File: src/rtl/pe_pkg.sv
// pe_pkg: shared geometry and FSM state for the MAC4 processing element and its front end.
package pe_pkg;
  localparam int DATA_WIDTH = 8;
  localparam int NUM_MAC4 = 16;
  localparam int WORD_WIDTH = 4 * DATA_WIDTH;
  localparam int TOTAL_INPUT_WIDTH = NUM_MAC4 * WORD_WIDTH;
  localparam int BEATS = TOTAL_INPUT_WIDTH / WORD_WIDTH;
  typedef enum logic [1:0] {IDLE, RUN, DRAIN, DONE} state_t;
endpackage

File: src/rtl/pe_beat_packer.sv
// pe_beat_packer: packs one valid/ready beat stream into a full operand vector with a side value.
module pe_beat_packer #(
  parameter int WORD_WIDTH = 32,
  parameter int BEATS = 16,
  parameter int SIDE_WIDTH = 8
) (
  input  logic                        clk,
  input  logic                        rst,
  input  logic                        en,
  input  logic                        clr,
  input  logic [WORD_WIDTH-1:0]       word,
  input  logic                        valid,
  output logic                        ready,
  input  logic [SIDE_WIDTH-1:0]       side_in,
  output logic [BEATS*WORD_WIDTH-1:0] vec,
  output logic [SIDE_WIDTH-1:0]       side_q,
  output logic                        full
);
  localparam int CW = $clog2(BEATS);
  localparam logic [CW-1:0] LAST = CW'(BEATS - 1);
  logic [CW-1:0] cnt;
  assign ready = en && !full;
  always_ff @(posedge clk) begin
    if (rst) begin
      cnt <= '0;
      full <= 1'b0;
      vec <= '0;
      side_q <= '0;
    end else if (valid && ready) begin
      vec[cnt*WORD_WIDTH +: WORD_WIDTH] <= word;
      cnt <= cnt == LAST ? '0 : cnt + 1'b1;
      full <= cnt == LAST;
      if (cnt == LAST) side_q <= side_in;
    end else if (clr) begin
      full <= 1'b0;
    end
  end
endmodule

File: src/rtl/pe_operand_packer.sv
// pe_operand_packer: packs activation and weight beat streams into PE operand vectors, counted per job.
module pe_operand_packer #(
  parameter int DATA_WIDTH = pe_pkg::DATA_WIDTH,
  parameter int NUM_MAC4 = pe_pkg::NUM_MAC4,
  parameter int WORD_WIDTH = 4 * DATA_WIDTH,
  parameter int TOTAL_INPUT_WIDTH = NUM_MAC4 * 4 * DATA_WIDTH,
  parameter int BEATS = TOTAL_INPUT_WIDTH / WORD_WIDTH,
  parameter int CNT_WIDTH = 16
) (
  input  logic                         clk,
  input  logic                         rst,
  input  logic                         start,
  input  logic [CNT_WIDTH-1:0]         cfg_num_vec,
  input  logic [WORD_WIDTH-1:0]        in_data_word,
  input  logic                         in_data_valid,
  output logic                         in_data_ready,
  input  logic [WORD_WIDTH-1:0]        in_wt_word,
  input  logic                         in_wt_valid,
  output logic                         in_wt_ready,
  input  logic signed [DATA_WIDTH-1:0] in_bias,
  output logic [TOTAL_INPUT_WIDTH-1:0] out_data,
  output logic [TOTAL_INPUT_WIDTH-1:0] out_weights,
  output logic signed [DATA_WIDTH-1:0] out_bias,
  output logic                         out_valid,
  input  logic                         out_ready,
  output logic                         busy,
  output logic                         done
);
  import pe_pkg::*;
  state_t state, state_nxt;
  logic [CNT_WIDTH-1:0] num_vec, issued;
  logic [1:0] valid, ready, full;
  logic [WORD_WIDTH-1:0] word [2];
  logic [DATA_WIDTH-1:0] side_in [2];
  logic [DATA_WIDTH-1:0] side [2];
  logic [TOTAL_INPUT_WIDTH-1:0] vec [2];
  logic en, xfer;
  assign en = state == RUN && issued < num_vec;
  assign xfer = &full && (!out_valid || out_ready);
  assign word[0] = in_data_word;
  assign word[1] = in_wt_word;
  assign side_in[0] = '0;
  assign side_in[1] = in_bias;
  assign valid = {in_wt_valid, in_data_valid};
  assign in_data_ready = ready[0];
  assign in_wt_ready = ready[1];
  assign busy = state == RUN || state == DRAIN;
  assign done = state == DONE;
  for (genvar g = 0; g < 2; g++) begin : g_pack
    pe_beat_packer #(
      .WORD_WIDTH(WORD_WIDTH),
      .BEATS(BEATS),
      .SIDE_WIDTH(DATA_WIDTH)
    ) u_pack (
      .clk(clk),
      .rst(rst),
      .en(en),
      .clr(xfer),
      .word(word[g]),
      .valid(valid[g]),
      .ready(ready[g]),
      .side_in(side_in[g]),
      .vec(vec[g]),
      .side_q(side[g]),
      .full(full[g])
    );
  end
  always_comb begin
    state_nxt = state;
    unique case (state)
      IDLE: state_nxt = !start ? IDLE : cfg_num_vec == '0 ? DONE : RUN;
      RUN: state_nxt = issued == num_vec ? DRAIN : RUN;
      DRAIN: state_nxt = !out_valid || out_ready ? DONE : DRAIN;
      DONE: state_nxt = IDLE;
      default: state_nxt = IDLE;
    endcase
  end
  always_ff @(posedge clk) begin
    if (rst) begin
      state <= IDLE;
      num_vec <= '0;
      issued <= '0;
      out_valid <= 1'b0;
      out_data <= '0;
      out_weights <= '0;
      out_bias <= '0;
    end else begin
      state <= state_nxt;
      if (state == IDLE && start) begin
        num_vec <= cfg_num_vec;
        issued <= '0;
      end else if (xfer) begin
        issued <= issued + 1'b1;
      end
      if (xfer) begin
        out_data <= vec[0];
        out_weights <= vec[1];
        out_bias <= side[1];
      end
      out_valid <= xfer || (out_valid && !out_ready);
    end
  end
endmodule

File: config.mk
export PLATFORM = sky130hd
export DESIGN_NAME = pe_operand_packer
export DESIGN_NICKNAME = d
export VERILOG_FILES = /design/src/rtl/pe_pkg.sv /design/src/rtl/pe_beat_packer.sv /design/src/rtl/pe_operand_packer.sv
export SDC_FILE = /design/constraint.sdc
export NUM_CORES = 2
export LEC_CHECK = 0
export BUFFER_PORTS_ARGS = -buffer_cell sky130_fd_sc_hd__buf_2
export CAP_MARGIN = 20
export CORE_MARGIN = 2
export CORE_UTILIZATION = 30
export CTS_CLUSTER_DIAMETER = 80
export DETAILED_ROUTE_END_ITERATION = 8
export PLACE_DENSITY = 0.44
export SLEW_MARGIN = 20
export SYNTH_ARGS = -nofsm -noshare
export SYNTH_HDL_FRONTEND = slang
export SYNTH_SLANG_ARGS = --single-unit
File: constraint.sdc
create_clock -name clk -period 7.8 [get_ports clk]
set_clock_uncertainty 0.2 [all_clocks]
set_input_delay 1.56 -clock clk [delete_from_list [all_inputs] [get_ports clk]]
set_output_delay 1.56 -clock clk [all_outputs]
set_load 0.03 [all_outputs]
==> results.py <==
metrics = {
    "setup_path": {
        "worst_path_max_delay_cell": "a221oi_4",
        "crit_chain": "inv_1, ha_1, a21oi_1, nand3_1, a221oi_4, nand3_1, nor2_1, buf_2",
        "crit_type": "reg -> out",
        "ff2ff_path_depth": 8,
        "cp-start-kind": "register",
        "r2r_start": "num_vec[7]",
        "crit_start": "num_vec[7]",
        "cp_common_cell": "nand3_1",
        "arrival_ns": 3.74,
        "cp_max_fo": 15,
        "end_kind": "output pin",
        "regToRegSetupSlack_ns": 3.59,
        "r2r_end": "g_pack[1].u_pack.vec[201]",
        "worstSetupEndpoint": "in_wt_ready",
        "required_ns": 6.04,
        "critPathMaxStageDelay_ns": 0.62,
    },
    "die": {
        "start_util_pct": 30.1,
        "die_w_um": 508,
        "core_um2": 253000,
        "pin_count": 1131,
        "die_height_um": 508,
        "dieArea_um2": 258000,
        "rows": 185,
    },
    "finish": {
        "layout_commonest_cell": "nand2_1",
        "drive_gt1_share_pct": 16.9,
        "fin_nets": 9772,
        "layout_common_cells": "nand2_1, dfxtp_1, a21oi_1, buf_2, mux2i_1",
        "finish.utilization_pct": 36.3,
        "area_growth_pct": 20.7,
    },
    "yosys": {
        "ys_seq_area_share_pct": 55.3,
        "synth-edff-count": 0,
        "ys_warn_count": 0,
        "synth-async-reset-ratio_pct": 0,
        "synth_fp_nets": 9033,
        "synth_area_um2": 76300,
        "synth_ff_type": "dfxtp_1",
        "synth_seq_cells": 2109,
        "synthCells": 8911,
        "synth_cell_type_count": 51,
        "avgSynthCellArea_um2": 8.57,
    },
    "global_route": {
        "antenna_found_initial": 33,
        "grt-ovfl-total": 0,
        "track_usage_pct": 22.9,
        "grt_pass1_wl_um": 437000,
        "first_global_vias": 60116,
        "grt_max_degree": 223,
    },
    "clock_tree": {
        "post-cts-setup-buffers": 0,
        "cts_buffers": 227,
        "cts.sinks": 2109,
        "htree_levels": 4,
        "hold_buffers": 0,
        "cts_resized": 0,
        "clock_latency_ns": 0.89,
        "cts_tree": "done",
        "path_clk_slew_ns": 0.06,
        "clk_path_buf_depth": 3,
        "clock-root-buffer": "clkbuf_16",
    },
    "detailed_routing": {
        "ant_nets": 0,
        "drt_iter0_markers": 5826,
        "routed_wl_um": 311000,
        "vias_per_cell": 4.87,
        "drc": 0,
        "firstDrtPassIters": 6,
        "wire_per_inst_um": 23.5,
        "via_count": 64360,
    },
    "timing": {
        "setup_violations": 0,
        "rsz0062_at_grt": "false",
        "hold_violations": 0,
        "finalCritPeriodShare_pct": 70.5,
        "max_freq_mhz": 182,
        "period_needed_ns": 5.50,
        "max_slew.worst_pin.slew_ns": 1.25,
        "drv_slew": 0,
        "tns_ns": 0,
        "slew_headroom_pct": 16.5,
    },
    "placement": {
        "finalWeightedCongestion": 0.832,
        "hpwl_um": 200000,
        "numPortBuffers": 1130,
    },
    "power": {
        "fin_total_pwr_uw": 22700,
        "p_per_area_nw_per_um2": 247,
        "p_leak_uw": 0.0342,
        "max-vdd-ir-drop_v": 0.000217,
    },
    "worst_hold_path": {
        "holdCritPathClass": "reg -> reg",
    },
    "job": {
        "max-cap-violations": 0,
    },
    "run_status": {
        "status": "finished clean",
    },
}
[cells in the mapped netlist, types with 2 or more instances]
master	instances	area (um2)
a31oi_1	2	12.5
or4_1	3	22.5
buf_6	42	473
clkbuf_1	633	2380
or2_2	2	12.5
nand3_1	280	1400
nor4b_1	3	26.3
or3_1	5	31.3
nor3_1	12	60.1
nor4_1	7	43.8
ha_1	28	350
nand2_1	2510	9420
nor2b_1	37	231
o21ai_0	153	766
o21ai_1	14	70.1
buf_4	2	15.0
nand2b_1	345	2160
xor2_1	6	52.6
xnor2_1	11	96.3
nand3b_1	129	968
buf_1	27	101
nor4_2	3	37.5
a21o_1	4	30.0
mux2i_1	554	5550
o21a_1	3	22.5
o31ai_1	2	15.0
nor3b_1	2	15.0
and3_1	4	25.0
inv_1	28	105
nand4_1	22	138
nand4b_1	4	35.0
dfxtp_1	2109	42200
nor2_1	464	1740
buf_2	38	190
and4_1	5	43.8
a21oi_1	1380	6910
and2_1	8	50.1
nor4_4	17	362
[worst min-delay path by stage]
| stage | startpoint | end | cells past startpoint |
|---|---|---|---|
| floorplan | g_pack[0].u_pack.vec[128] | out_data[128] | 2 |
| global placement | g_pack[1].u_pack.vec[355] | out_weights[355] | 2 |
| detailed placement | g_pack[0].u_pack.vec[171] | out_data[171] | 2 |
| CTS | g_pack[0].u_pack.vec[372] | out_data[372] | 2 |
| global route | g_pack[0].u_pack.vec[0] | out_data[0] | 2 |
| finish | g_pack[0].u_pack.vec[309] | out_data[309] | 2 |
[critical path, delay by kind of cell, from the launching register on]
| family | cells | cell delay [ns] |
|---|---|---|
| AND/OR/NAND/NOR | 3 | 1.05 |
| AO/OA/AOI/OAI | 2 | 0.81 |
| buffers and inverters | 2 | 0.30 |
| flip-flops | 1 | 0.33 |
| adder cells (fa/ha/maj) | 1 | 0.35 |
[cell families after synthesis]
| logic type | after synthesis | synth area share (%) |
|---|---|---|
| AOI/OAI and AO/OA | 1564 | 10.3 |
| xor gates and xnor gates | 18 | 0.216 |
| adders and majority gates | 28 | 0.459 |
| buffers and inverters | 770 | 4.27 |
| DFF | 2109 | 55.3 |
| muxes | 554 | 7.27 |
| and+or+nand+nor | 3868 | 22.1 |
[power breakdown]
| group | total (uW) | internal, uW | switching, uW |
|---|---|---|---|
| Sequential | 10800 | 10800 | 12.5 |
| Combinational | 797 | 139 | 658 |
| Clock | 11100 | 6350 | 4770 |
[sequential cells by signal, indices dropped and copies added (netlist names)]
register / count
out_data: 512
num_vec: 16
state: 2
out_weights: 512
g_pack.u_pack.side_q: 8
out_bias: 8
g_pack.u_pack.vec: 1024
out_valid: 1
issued: 16
g_pack.u_pack.cnt: 8
g_pack.u_pack.full: 2
[through the flow]
stage | hold WS (ns) | setup WS [ns] | area (um2) | cells
after floorplan | 0.231 | 4.05 | 76300 | 8911
after global placement | 0.236 | 3.11 | 84300 | 12785
after detailed placement | 0.242 | 3.14 | 84300 | 12786
after CTS | 0.166 | 2.12 | 92100 | 13209
after global routing | 0.201 | 2.02 | 92100 | 13212
final | 0.180 | 2.30 | 92100 | 13223
[cell type report]
cell class | instances | area [um2]
clock inverters | 77 | 1040
diodes | 13 | 32.5
multi-input cells | 6032 | 31000
well taps | 3366 | 4210
repair buffers | 1252 | 6810
clock buffers | 346 | 6730
flip-flops and latches | 2109 | 42200
inverters | 28 | 105
fillers | 26325 | 161000
[routing by layer]
layer,GRT usage [%],routed length [um],part of all wire (%)
met1,31.3,140000,45
met2,36.8,142000,46
met3,3.89,19000,6.1
met4,7.07,9600,3.1
met5,0,18,0.0058
Note: power is estimated with default switching activity, not from simulation.
